==> src/rtl/mix_columns_seq.sv <==
// mix_columns_seq: sequential forward AES MixColumns with a valid/ready handshake
// on both sides; transforms COLS_PER_CYCLE columns of the captured state per clock.
`default_nettype none

module mix_columns_seq #(
    parameter int COLS_PER_CYCLE = 1
) (
    input  logic         clk,
    input  logic         rst,
    input  logic         in_valid,
    output logic         in_ready,
    input  logic [127:0] in_state,
    output logic         out_valid,
    input  logic         out_ready,
    output logic [127:0] out_state,
    output logic         busy
);

    localparam logic [1:0] IDLE = 2'd0;
    localparam logic [1:0] BUSY = 2'd1;
    localparam logic [1:0] DONE = 2'd2;

    localparam logic [1:0] CNT_STEP = COLS_PER_CYCLE[1:0];

    logic [1:0]   state;
    logic [1:0]   cnt;
    logic [127:0] work;
    logic [127:0] next_work;
    logic         last_step;
    int           col_idx;

    function automatic logic [7:0] xtime(input logic [7:0] b);
        return {b[6:0], 1'b0} ^ (b[7] ? 8'h1b : 8'h00);
    endfunction

    function automatic logic [31:0] mix_col(input logic [31:0] col);
        logic [7:0] a0, a1, a2, a3;
        logic [7:0] r0, r1, r2, r3;
        a0 = col[31:24];
        a1 = col[23:16];
        a2 = col[15:8];
        a3 = col[7:0];
        r0 = xtime(a0) ^ (xtime(a1) ^ a1) ^ a2 ^ a3;
        r1 = a0 ^ xtime(a1) ^ (xtime(a2) ^ a2) ^ a3;
        r2 = a0 ^ a1 ^ xtime(a2) ^ (xtime(a3) ^ a3);
        r3 = (xtime(a0) ^ a0) ^ a1 ^ a2 ^ xtime(a3);
        return {r0, r1, r2, r3};
    endfunction

    // Column c lives at bits [127-32c -: 32]; untouched columns keep their input value.
    always_comb begin
        next_work = work;
        col_idx   = 0;
        for (int k = 0; k < COLS_PER_CYCLE; k++) begin
            col_idx = int'(cnt) + k;
            if (col_idx < 4) begin
                next_work[(3 - col_idx) * 32 +: 32] = mix_col(work[(3 - col_idx) * 32 +: 32]);
            end
        end
    end

    assign last_step = (int'(cnt) + COLS_PER_CYCLE) >= 4;

    always_ff @(posedge clk or posedge rst) begin
        if (rst) begin
            state <= IDLE;
            cnt   <= 2'd0;
            work  <= 128'd0;
        end else begin
            case (state)
                IDLE: begin
                    if (in_valid) begin
                        work  <= in_state;
                        cnt   <= 2'd0;
                        state <= BUSY;
                    end
                end
                BUSY: begin
                    work <= next_work;
                    if (last_step) begin
                        cnt   <= 2'd0;
                        state <= DONE;
                    end else begin
                        cnt <= cnt + CNT_STEP;
                    end
                end
                DONE: begin
                    if (out_ready) begin
                        state <= IDLE;
                    end
                end
                default: begin
                    state <= IDLE;
                    cnt   <= 2'd0;
                end
            endcase
        end
    end

    assign in_ready  = (state == IDLE);
    assign busy      = (state == BUSY);
    assign out_valid = (state == DONE);
    assign out_state = (state == DONE) ? work : 128'd0;

endmodule

`default_nettype wire

==> config.mk <==
export PLATFORM = sky130hd
export DESIGN_NAME = mix_columns_seq
export DESIGN_NICKNAME = d
export VERILOG_FILES = /design/src/rtl/mix_columns_seq.sv
export SDC_FILE = /design/constraint.sdc
export NUM_CORES = 1
export LEC_CHECK = 0
export BUFFER_PORTS_ARGS = -buffer_cell sky130_fd_sc_hd__buf_2
export CAP_MARGIN = 10
export CORE_MARGIN = 4
export CORE_UTILIZATION = 53
export CTS_CLUSTER_SIZE = 20
export DETAILED_ROUTE_END_ITERATION = 7
export GPL_ROUTABILITY_DRIVEN = 0
export PLACE_DENSITY = 0.82
export SLEW_MARGIN = 5
export SYNTH_ARGS = -nofsm -noshare
export SYNTH_HDL_FRONTEND = slang
export SYNTH_SLANG_ARGS = --single-unit
export TNS_END_PERCENT = 20
==> constraint.sdc <==
create_clock -name clk -period 5.02 [get_ports clk]
set_input_delay 0.251 -clock clk [delete_from_list [all_inputs] [get_ports clk]]
set_output_delay 0.251 -clock clk [all_outputs]
set_load 0.005 [all_outputs]
==> impl_metrics.xml <==
<?xml version="1.0" encoding="UTF-8"?>
<metrics>
  <group name="cts">
    <metric name="clock_path_buffers" unit="">2</metric>
    <metric name="cts_sinks" unit="">132</metric>
    <metric name="path_clk_slew" unit="ns">0.06</metric>
    <metric name="cts_inserted_buffers" unit="">17</metric>
    <metric name="clk_latency" unit="ns">0.43</metric>
    <metric name="ctsRootBufferMaster" unit="">sky130_fd_sc_hd__clkbuf_16</metric>
    <metric name="postCtsSetupBuffers" unit="">0</metric>
    <metric name="htree_levels" unit="">4</metric>
    <metric name="cts_tree" unit="">done</metric>
    <metric name="postCtsResizedCells" unit="">0</metric>
    <metric name="postCtsHoldBufs" unit="">1</metric>
  </group>
  <group name="yosys">
    <metric name="synth-async-reset-ratio" unit="">1.00</metric>
    <metric name="distinct_cells_synth" unit="">33</metric>
    <metric name="netlist_instances" unit="">871</metric>
    <metric name="synthTopCellsByCount" unit="">sky130_fd_sc_hd__nand2_1, sky130_fd_sc_hd__dfrtp_1, sky130_fd_sc_hd__and2_1</metric>
    <metric name="ys_top_cells_by_area" unit="">sky130_fd_sc_hd__dfrtp_1, sky130_fd_sc_hd__o221ai_1, sky130_fd_sc_hd__nand2_1</metric>
    <metric name="synth_flop_cell" unit="">sky130_fd_sc_hd__dfrtp_1</metric>
    <metric name="ys_ff_latch" unit="">132</metric>
    <metric name="synth_enable_flop_cells" unit="">0</metric>
    <metric name="netlist_area" unit="mm2">0.00887</metric>
    <metric name="mappedNetlistNets" unit="">1007</metric>
    <metric name="synth.top_cell.area_share" unit="">0.372</metric>
    <metric name="yosys_warnings" unit="">0</metric>
    <metric name="post-synth-top-area-cell" unit="">sky130_fd_sc_hd__dfrtp_1</metric>
    <metric name="synthMostInstantiatedCell" unit="">sky130_fd_sc_hd__nand2_1</metric>
    <metric name="synth.yosys.seq_area_share" unit="">0.372</metric>
    <metric name="post_synth.cell_area_avg" unit="um2">10.2</metric>
  </group>
  <group name="final_layout">
    <metric name="antenna_cells" unit="">0</metric>
    <metric name="fillerInstances" unit="">1300</metric>
    <metric name="multiInputGateArea" unit="mm2">0.00520</metric>
    <metric name="design.final.nets" unit="">1218</metric>
    <metric name="synthToLayoutAreaGrowth" unit="%">21.7</metric>
    <metric name="regArea" unit="mm2">0.00331</metric>
    <metric name="fraction_of_final_layout_cells_sized_beyond_drive_strength_1" unit="">0.328</metric>
  </group>
  <group name="timing">
    <metric name="timing.final.hold_violations" unit="">0</metric>
    <metric name="timing.final.setup_violations" unit="">0</metric>
    <metric name="timing_max_transition_violations_final" unit="">0</metric>
    <metric name="max_slew.worst_pin.slew" unit="ns">1.23</metric>
    <metric name="fin_worst_skew" unit="ns">0.00665</metric>
    <metric name="setup-tns-final" unit="ns">0</metric>
    <metric name="final_period_minus_worst_setup_slack" unit="ns">3.23</metric>
    <metric name="rsz0062_at_grt" unit="">false</metric>
    <metric name="achievable-frequency" unit="MHz">310</metric>
    <metric name="layout_worst_path_cycle_share" unit="">0.643</metric>
    <metric name="slew_headroom" unit="">0.178</metric>
  </group>
  <group name="worst_setup_path">
    <metric name="rr_endpoint" unit="">work[4]$_DFFE_PP0P_</metric>
    <metric name="r2r_setup_slack" unit="ns">1.79</metric>
    <metric name="critical_path.max_fanout" unit="">36</metric>
    <metric name="critical-path-max-stage-delay" unit="ns">0.96</metric>
    <metric name="crit_required" unit="ns">5.35</metric>
    <metric name="cp.depth" unit="">6</metric>
    <metric name="crit_path_cell_trace" unit="">inv_1 -&gt; ha_1 -&gt; nor2_1 -&gt; nand3_1 -&gt; buf_4 -&gt; o221ai_1</metric>
    <metric name="critPathTopFamily" unit="">flip-flops</metric>
    <metric name="data_arrival_critical_path" unit="ns">3.55</metric>
    <metric name="startpoint_types" unit="">flip-flop</metric>
    <metric name="worstSetupPathType" unit="">flip-flop to flip-flop</metric>
    <metric name="reg2reg_from" unit="">cnt[1]$_DFFE_PP0P_</metric>
    <metric name="crit_path_top_delay_cell" unit="">sky130_fd_sc_hd__dfrtp_2</metric>
    <metric name="path_buf_inv" unit="">2</metric>
    <metric name="reg2regPathDepth" unit="">6</metric>
    <metric name="type_of_element_capturing_the_critical_path" unit="">flip-flop</metric>
  </group>
  <group name="global_routing">
    <metric name="grt_pass1_wl" unit="um">42900</metric>
    <metric name="global_routing_met1_resource_utilization" unit="">0.410</metric>
    <metric name="grt_util_met2" unit="">0.482</metric>
    <metric name="global_route.usage.total" unit="">0.302</metric>
    <metric name="grt-busiest-layer" unit="">met2</metric>
    <metric name="grt_start_max_net_pins" unit="">108</metric>
    <metric name="grt_antenna_before_repair" unit="">0</metric>
    <metric name="grt_remaining_overflow" unit="">0</metric>
    <metric name="use_met3" unit="">0.0617</metric>
    <metric name="number_of_global_route_vias_before_repair" unit="">7760</metric>
  </group>
  <group name="min_path">
    <metric name="hold_removal_path_class" unit="">primary input to flip-flop</metric>
    <metric name="min-delay-start" unit="">in_state[17]</metric>
    <metric name="worst_hold_path.num_cells" unit="">3</metric>
    <metric name="hold_end" unit="">work[17]$_DFFE_PP0P_</metric>
  </group>
  <group name="route">
    <metric name="detail-route-antenna-nets" unit="">0</metric>
    <metric name="dr.first_iter.drc_count" unit="">901</metric>
    <metric name="vias" unit="">8091</metric>
    <metric name="vias_per_cell" unit="">6.15</metric>
    <metric name="wl" unit="um">28300</metric>
    <metric name="detail_route.wl_per_cell" unit="um">21.5</metric>
    <metric name="drc_errors" unit="">0</metric>
    <metric name="drt_pass1_iterations" unit="">6</metric>
  </group>
  <group name="placement">
    <metric name="dp_hpwl" unit="um">20300</metric>
    <metric name="port_buffers" unit="">262</metric>
  </group>
  <group name="run_status">
    <metric name="status" unit="">complete, no violations</metric>
  </group>
  <group name="floorplanning">
    <metric name="fp.dieH" unit="um">137</metric>
    <metric name="floorplan.core_area" unit="mm2">0.0165</metric>
    <metric name="initial_core_util" unit="">0.539</metric>
    <metric name="number_of_core_rows" unit="">47</metric>
    <metric name="die_area" unit="mm2">0.0189</metric>
    <metric name="die_width" unit="um">137</metric>
    <metric name="ioPinCount" unit="">263</metric>
  </group>
  <group name="flow_run">
    <metric name="timing.max_cap.violations" unit="">0</metric>
  </group>
</metrics>
## registers in the layout (all words and copies together) (netlist names)
signal and flops:
work 128, cnt 2, state 2
## stage by stage
stage	instance area, um2	hold WS [ns]	worst slack (ns)	std cells	util
finish	10800	0.107	1.79	1315	0.656
global route	10800	0.115	1.66	1315	0.656
CTS	10800	0.0992	1.86	1315	0.656
detailed placement	10200	0.387	1.87	1282	0.620
global placement	10200	0.386	1.91	1282	0.620
floorplan	8870	0.429	1.24	871	-
## routing by layer
layer	routed length (um)	up-vias	share of wire
met2	13400	627	0.47
met5	0	-	0
met1	11000	3865	0.39
met3	3060	74	0.11
li1	-	3525	-
met4	886	0	0.031
## worst max path at each step
stage / to / slack (ns) / from
final: work[4]$_DFFE_PP0P_ / 1.79 / cnt[1]$_DFFE_PP0P_
after global routing: work[51]$_DFFE_PP0P_ / 1.66 / cnt[0]$_DFFE_PP0P_
after CTS: work[20]$_DFFE_PP0P_ / 1.86 / cnt[0]$_DFFE_PP0P_
after detailed placement: work[86]$_DFFE_PP0P_ / 1.87 / cnt[0]$_DFFE_PP0P_
after global placement: work[77]$_DFFE_PP0P_ / 1.91 / cnt[0]$_DFFE_PP0P_
after floorplan: cnt[0]$_DFFE_PP0P_ / 1.24 / rst
## area by class of cell
class	count	share of cell area
Tap cell	220	0.0255
Inverter	5	0.00220
Timing Repair Buffer	274	0.130
Multi-Input combinational cell	652	0.482
Sequential cell	132	0.306
Clock inverter	8	0.00672
Clock buffer	24	0.0474
## tightest hold or removal path, stage by stage
cell                       delay [ns]
sky130_fd_sc_hd__buf_2           0.08
sky130_fd_sc_hd__nand2_1         0.05
sky130_fd_sc_hd__o221ai_2        0.11
## placed cells by master, fill, tap and decap left out, types with 2 or more instances in the layout
cell | Yosys | final
sky130_fd_sc_hd__a21o_2 | 0 | 4
sky130_fd_sc_hd__and2_1 | 128 | 128
sky130_fd_sc_hd__buf_2 | 3 | 262
sky130_fd_sc_hd__buf_4 | 3 | 11
sky130_fd_sc_hd__clkbuf_16 | 0 | 17
sky130_fd_sc_hd__clkbuf_8 | 0 | 6
sky130_fd_sc_hd__clkinv_2 | 0 | 4
sky130_fd_sc_hd__clkinvlp_4 | 0 | 3
sky130_fd_sc_hd__dfrtp_1 | 132 | 130
sky130_fd_sc_hd__dfrtp_2 | 0 | 2
sky130_fd_sc_hd__ha_1 | 4 | 4
sky130_fd_sc_hd__inv_1 | 5 | 4
sky130_fd_sc_hd__mux4_2 | 32 | 32
sky130_fd_sc_hd__nand2_1 | 263 | 263
sky130_fd_sc_hd__nand2b_1 | 5 | 4
sky130_fd_sc_hd__nand3_1 | 2 | 2
sky130_fd_sc_hd__nor2_1 | 3 | 3
sky130_fd_sc_hd__o21ai_0 | 2 | 2
sky130_fd_sc_hd__o221ai_1 | 126 | 126
sky130_fd_sc_hd__o221ai_2 | 2 | 2
sky130_fd_sc_hd__xnor2_1 | 9 | 9
sky130_fd_sc_hd__xnor2_2 | 6 | 6
sky130_fd_sc_hd__xnor3_1 | 32 | 32
sky130_fd_sc_hd__xor2_1 | 13 | 13
sky130_fd_sc_hd__xor2_2 | 4 | 4
sky130_fd_sc_hd__xor3_1 | 10 | 10
## kinds of logic after synthesis
| group | after synthesis | share of synthesized area |
|---|---|---|
| AND/OR/NAND/NOR | 404 | 0.210 |
| AO/OA/AOI/OAI | 136 | 0.134 |
| flip-flops | 132 | 0.372 |
| buffers and inverters | 87 | 0.0433 |
| XOR/XNOR | 76 | 0.154 |
| multiplexers | 32 | 0.0812 |
| adder cells (fa/ha/maj) | 4 | 0.00564 |
Power is not shown: default switching activity piles up to over one toggle a cycle in this logic, so the estimate is an artifact.
